### src/rtl/pc_ctrl_pkg.sv
// pc_ctrl_pkg: shared opcodes, FSM state type and default watchdog length for PC hazard control
package pc_ctrl_pkg;
  localparam logic [6:0] OP_JAL    = 7'b1101111;
  localparam logic [6:0] OP_JALR   = 7'b1100111;
  localparam logic [6:0] OP_BRANCH = 7'b1100011;
  localparam int TIMEOUT_DEFAULT = 8;
  typedef enum logic [1:0] {IDLE, WAIT, REDIRECT} state_t;
endpackage

### src/rtl/pc_hazard_ctrl_cf_decode.sv
// cf_decode: flags a valid control-flow opcode (JAL/JALR/BRANCH) in decode; ports id_valid, id_op7 -> cf_hit
module cf_decode
  import pc_ctrl_pkg::*;
(
  input  logic       id_valid,
  input  logic [6:0] id_op7,
  output logic       cf_hit
);
  assign cf_hit = id_valid & (id_op7 == OP_JAL || id_op7 == OP_JALR || id_op7 == OP_BRANCH);
endmodule

### src/rtl/pc_hazard_ctrl.sv
// pc_hazard_ctrl: stalls fetch on decoded control flow until execute resolves, redirects on taken; ports clk, rst_n, id_*, ex_* in; halt_pc, pc_sel, flush_if, npc, busy, err_timeout, stall_cnt, taken_cnt out; BRANCH_STATS_EN enables the statistics counters
module pc_hazard_ctrl
  import pc_ctrl_pkg::*;
#(
  parameter int XLEN    = 32,
  parameter int TIMEOUT = TIMEOUT_DEFAULT,
  parameter int STAT_W  = 16
) (
  input  logic              clk,
  input  logic              rst_n,
  input  logic              id_valid,
  input  logic [6:0]        id_op7,
  input  logic              ex_resolve,
  input  logic              ex_taken,
  input  logic [XLEN-1:0]   ex_target,
  output logic              halt_pc,
  output logic              pc_sel,
  output logic              flush_if,
  output logic [XLEN-1:0]   npc,
  output logic              busy,
  output logic              err_timeout,
  output logic [STAT_W-1:0] stall_cnt,
  output logic [STAT_W-1:0] taken_cnt
);
  localparam int TW = $clog2(TIMEOUT) + 1;
  state_t          r_state;
  logic [TW-1:0]   r_timer;
  logic [XLEN-1:0] r_npc;
  logic            r_err;
  logic            w_cf_hit;
  logic            w_taken;
  cf_decode u_cf_decode (
    .id_valid (id_valid),
    .id_op7   (id_op7),
    .cf_hit   (w_cf_hit)
  );
  // halt is combinational so the PC freezes in the same cycle the branch is decoded
  assign halt_pc     = (r_state == WAIT) | ((r_state == IDLE) & w_cf_hit);
  assign pc_sel      = r_state == REDIRECT;
  assign flush_if    = r_state == REDIRECT;
  assign busy        = r_state != IDLE;
  assign npc         = r_npc;
  assign err_timeout = r_err;
  assign w_taken     = (r_state == WAIT) & ex_resolve & ex_taken;
  always_ff @(posedge clk or negedge rst_n) begin
    if (!rst_n) begin
      r_state <= IDLE;
      r_timer <= '0;
      r_npc   <= '0;
      r_err   <= 1'b0;
    end else begin
      case (r_state)
        IDLE: begin
          r_timer <= '0;
          if (w_cf_hit) r_state <= WAIT;
        end
        WAIT: begin
          r_timer <= r_timer + 1'b1;
          // a resolve arriving on the expiry cycle wins over the watchdog
          if (ex_resolve) begin
            r_state <= ex_taken ? REDIRECT : IDLE;
            if (ex_taken) r_npc <= ex_target;
          end else if (r_timer == TW'(TIMEOUT - 1)) begin
            r_state <= IDLE;
            r_err   <= 1'b1;
          end
        end
        default: r_state <= IDLE;
      endcase
    end
  end
`ifdef BRANCH_STATS_EN
  logic [STAT_W-1:0] r_stall_cnt;
  logic [STAT_W-1:0] r_taken_cnt;
  always_ff @(posedge clk or negedge rst_n) begin
    if (!rst_n) begin
      r_stall_cnt <= '0;
      r_taken_cnt <= '0;
    end else begin
      if (halt_pc && r_stall_cnt != '1) r_stall_cnt <= r_stall_cnt + 1'b1;
      if (w_taken && r_taken_cnt != '1) r_taken_cnt <= r_taken_cnt + 1'b1;
    end
  end
  assign stall_cnt = r_stall_cnt;
  assign taken_cnt = r_taken_cnt;
`else
  assign stall_cnt = '0;
  assign taken_cnt = '0;
`endif
endmodule
### config.mk
export PLATFORM = sky130hd
export DESIGN_NAME = pc_hazard_ctrl
export DESIGN_NICKNAME = d
export VERILOG_FILES = /design/src/rtl/pc_ctrl_pkg.sv /design/src/rtl/pc_hazard_ctrl_cf_decode.sv /design/src/rtl/pc_hazard_ctrl.sv
export SDC_FILE = /design/constraint.sdc
export NUM_CORES = 1
export LEC_CHECK = 0
export CORE_MARGIN = 1.5
export CORE_UTILIZATION = 45
export DETAILED_ROUTE_END_ITERATION = 10
export DONT_BUFFER_PORTS = 1
export PLACE_DENSITY_LB_ADDON = 0.25
export SYNTH_ARGS = -nofsm -noshare
export SYNTH_HDL_FRONTEND = slang
export SYNTH_HIERARCHICAL = 1
export SYNTH_SLANG_ARGS = --single-unit
### constraint.sdc
create_clock -name clk -period 2.15 [get_ports clk]
set_clock_uncertainty 0.05 [all_clocks]
set_input_delay 0.43 -clock clk [delete_from_list [all_inputs] [get_ports clk]]
set_output_delay 0.43 -clock clk [all_outputs]
set_load 0.02 [all_outputs]
==> metrics.md <==
| Metric | Value |
|---|---|
| DR vias | `925` |
| RSZ-0062 raised after global routing | `no` |
| Final worst setup slack | `174 ps` |
| Most Crowded Layer GR | `met2` |
| Final instance area | `1980 um^2` |
| Min Tclk post-route | `1980 ps` |
| Syn Inst Count | `140` |
| Largest net degree at the start of global routing | `40` |
| Pint | `1.29 mW` |
| Fin Setup TNS | `0 ps` |
| Distinct cells, synth | `24` |
| Top cell type's share of synthesized area | `50.2%` |
| Routing usage on met1 | `13.7%` |
| Vias in the first global route | `895` |
| Outcome | `complete, no violations` |
| Sw power | `0.486 mW` |
| Crit Path Max Fanout | `33` |
| Remaining antenna violation count after routing | `0` |
| Initial core utilization | `47.6%` |
| Clock latency on the worst-skew pair | `280 ps` |
| Switching part of the total power | `27.3%` |
| Global route total overflow | `0` |
| Final Hold Viols | `0` |
| Kind of critical path | `register to register` |
| VDD IR max | `0.000409 V` |
| Clock power share | `34.5%` |
| Root Driver | `clkbuf_8` |
| Die ar. | `4720 um^2` |
| Peak Freq | `506 MHz` |
| Synthesized area per cell | `13.9 um^2` |
| Cell Area, Synth | `1940 um^2` |
| Finished Core Util | `48.5%` |
| Placed cell area | `1840 um^2` |
| TritonCTS clock tree | `done` |
| Nets | `188` |
| Crit path DAT | `2090 ps` |
| Clk sinks | `39` |
| Hold crit path type | `input port to register` |
| M2 GR Usage | `19.5%` |
| Global-route wire length before repair | `4050 um` |
| Row cnt | `23` |
| Fin. max-slew vios | `0` |
| Pwr Density | `896 nW/um^2` |
| DRT iter0 DRCs | `18` |
| Share of cells above drive strength 1 | `31.9%` |
| Leak Pwr | `1.10 nW` |
| CP Launch Type | `register` |
| Critical Path Source | `r_state[1]` |
| Tightest Pin Transition | `811 ps` |
| Met3 usage | `6.66%` |
| Worst hold start | `ex_resolve` |
| Reg power frac | `54.6%` |
| CTS max path bufs | `2` |
| Share of the clock period used by the worst path | `91.9%` |
| Fin cells | `194` |
| GP Congestion | `0.680` |
| Hold Crit Depth | `1` |
| Placed cell count | `184` |
| Area Growth Syn to Fin | `2.06%` |
| Synth Register Bits | `39` |
| Register clock-pin slew on the reported worst setup and hold paths | `70 ps` |
| Worst Reg-to-Reg Cells | `2` |
| GRT Total Usage | `12.3%` |
| R2R Path Start | `r_state[1]` |
| Total CTS buffers | `5` |
| Synthesis warning total | `6` |
| Die W | `68.7 um` |
| Initial antenna violation count | `0` |
| Die Ht | `68.7 um` |
| Worst flop-to-flop path endpoint | `npc[14]` |
| Slew Limit Headroom | `45.8%` |
| Maxcap violations | `0` |
| IO Pins | `113` |
| Setup WS pre-CTS | `165 ps` |
| Critical Path Sink Type | `register` |
| Core ar. | `4090 um^2` |
| ANT cells | `0` |
| Synth area leaders | `dfrtp_1 (50%), mux2_4 (22%), buf_4 (13%)` |
| Final setup fails | `0` |
| H-tree levels | `2` |
| CP required | `2270 ps` |
| Hold endpoint | `err_timeout` |
| Synth area leader | `dfrtp_1` |
| Post-DP HPWL | `2100 um` |
| Combinational Power Share | `10.9%` |
| Routed wire length | `2960 um` |
| Min Hold Slack | `183 ps` |
| Routed WL per cell | `15.3 um` |
| DRC Markers | `0` |
| R2R setup slack | `170 ps` |
| Total power | `1.78 mW` |
| Pre-antenna DRT Iters | `2` |
| Sequential element share of the synthesized area | `50.2%` |
| Via density | `4.77` |
| Port Buf Inserts | `0` |
-- cells in the final DEF (no fill, tap or decap) --
master,instances
a21oi_1,1
a22o_1,1
buf_12,1
buf_4,1
bufinv_16,1
clkbuf_8,6
clkinv_2,1
conb_1,32
dfrtp_1,39
dlygate4sd3_1,1
ha_1,1
inv_1,2
mux2_2,4
mux2_4,29
nand2_1,5
nand2b_1,2
nand3_1,2
nand3b_1,2
nand4b_1,1
nand4b_4,1
nor2_1,3
nor2b_1,2
nor3_2,1
o21ai_0,2
o311ai_0,1
o31ai_1,1
or2_2,1
-- synthesized netlist by cell type --
cell type	n
nand4b_4	1
inv_1	2
o31ai_1	1
nand2b_1	2
or2_2	1
ha_1	1
o21ai_0	2
buf_6	3
nand4b_1	1
mux2_4	29
nand2_1	5
a21oi_1	1
dfrtp_1	39
conb_1	1
nor2_1	3
buf_2	1
nor3_2	1
nand3b_1	2
nor2b_1	2
mux2_2	4
nand3_1	2
buf_4	34
a22o_1	1
o311ai_0	1
-- registers in the layout (all words and copies together), names as in the netlist --
register,flops
r_timer,4
r_state,2
err_timeout,1
npc,32
-- cell type report --
cell class                      count  area (um^2)
Clock inverter                      2         35.0
Multi-Input combinational cell     92          782
Fill cell                         349         2100
Inverter                            2         7.51
Timing Repair Buffer                3         37.5
Clock buffer                        6         82.6
Tap cell                           50         62.6
Sequential cell                    39          976
-- repair_timing --
item / 4_1_cts / 5_1_grt
gates resized for setup: 0 / 0
endpoints found under the hold margin: 39 / 0
setup buffers: 0 / 0
hold buffers: 2 / 0
-- layer usage --
| layer | up-vias | part of all wire [%] |
|---|---|---|
| met5 | - | 0 |
| li1 | 410 | - |
| met4 | 0 | 0.84 |
| met2 | 74 | 50 |
| met3 | 5 | 12 |
| met1 | 436 | 37 |
-- how the worst max path moves through the flow --
stage | slack [ps] | cells after the start | endpoint
floorplan | 570 | 3 | pc_sel
global placement | 260 | 2 | npc[22]
detailed placement | 170 | 2 | npc[14]
CTS | 170 | 2 | npc[26]
global route | 60 | 2 | npc[14]
finish | 170 | 2 | npc[14]
-- critical path, stage by stage (launching register included) --
cell and delay (ps):
dfrtp_1 490, nand4b_4 750, mux2_4 540
-- power by group through the flow --
stage | Combinational (mW) | Clock (mW) | Sequential, mW
4_1_cts | 0.196 | 0.646 | 0.972
2_1_floorplan | 0.211 | 0 | 0.964
3_5_place_dp | 0.177 | 0 | 0.983
5_1_grt | 0.212 | 0.674 | 0.982
3_3_place_gp | 0.168 | 0 | 0.984
6_report | 0.194 | 0.613 | 0.971
-- kinds of logic (layout without fill, tap and decap cells) --
kind of cell             after synthesis  count (layout)  share of synthesized area (%)
AO/OA/AOI/OAI                          6               6                           2.06
adder cells (fa/ha/maj)                1               1                          0.644
buffers and inverters                 40              13                           15.5
flip-flops                            39              39                           50.2
multiplexers                          33              33                           24.7
other                                  1              32                          0.193
AND/OR/NAND/NOR                       20              20                           6.63
Power figures use the tool's default switching activity.
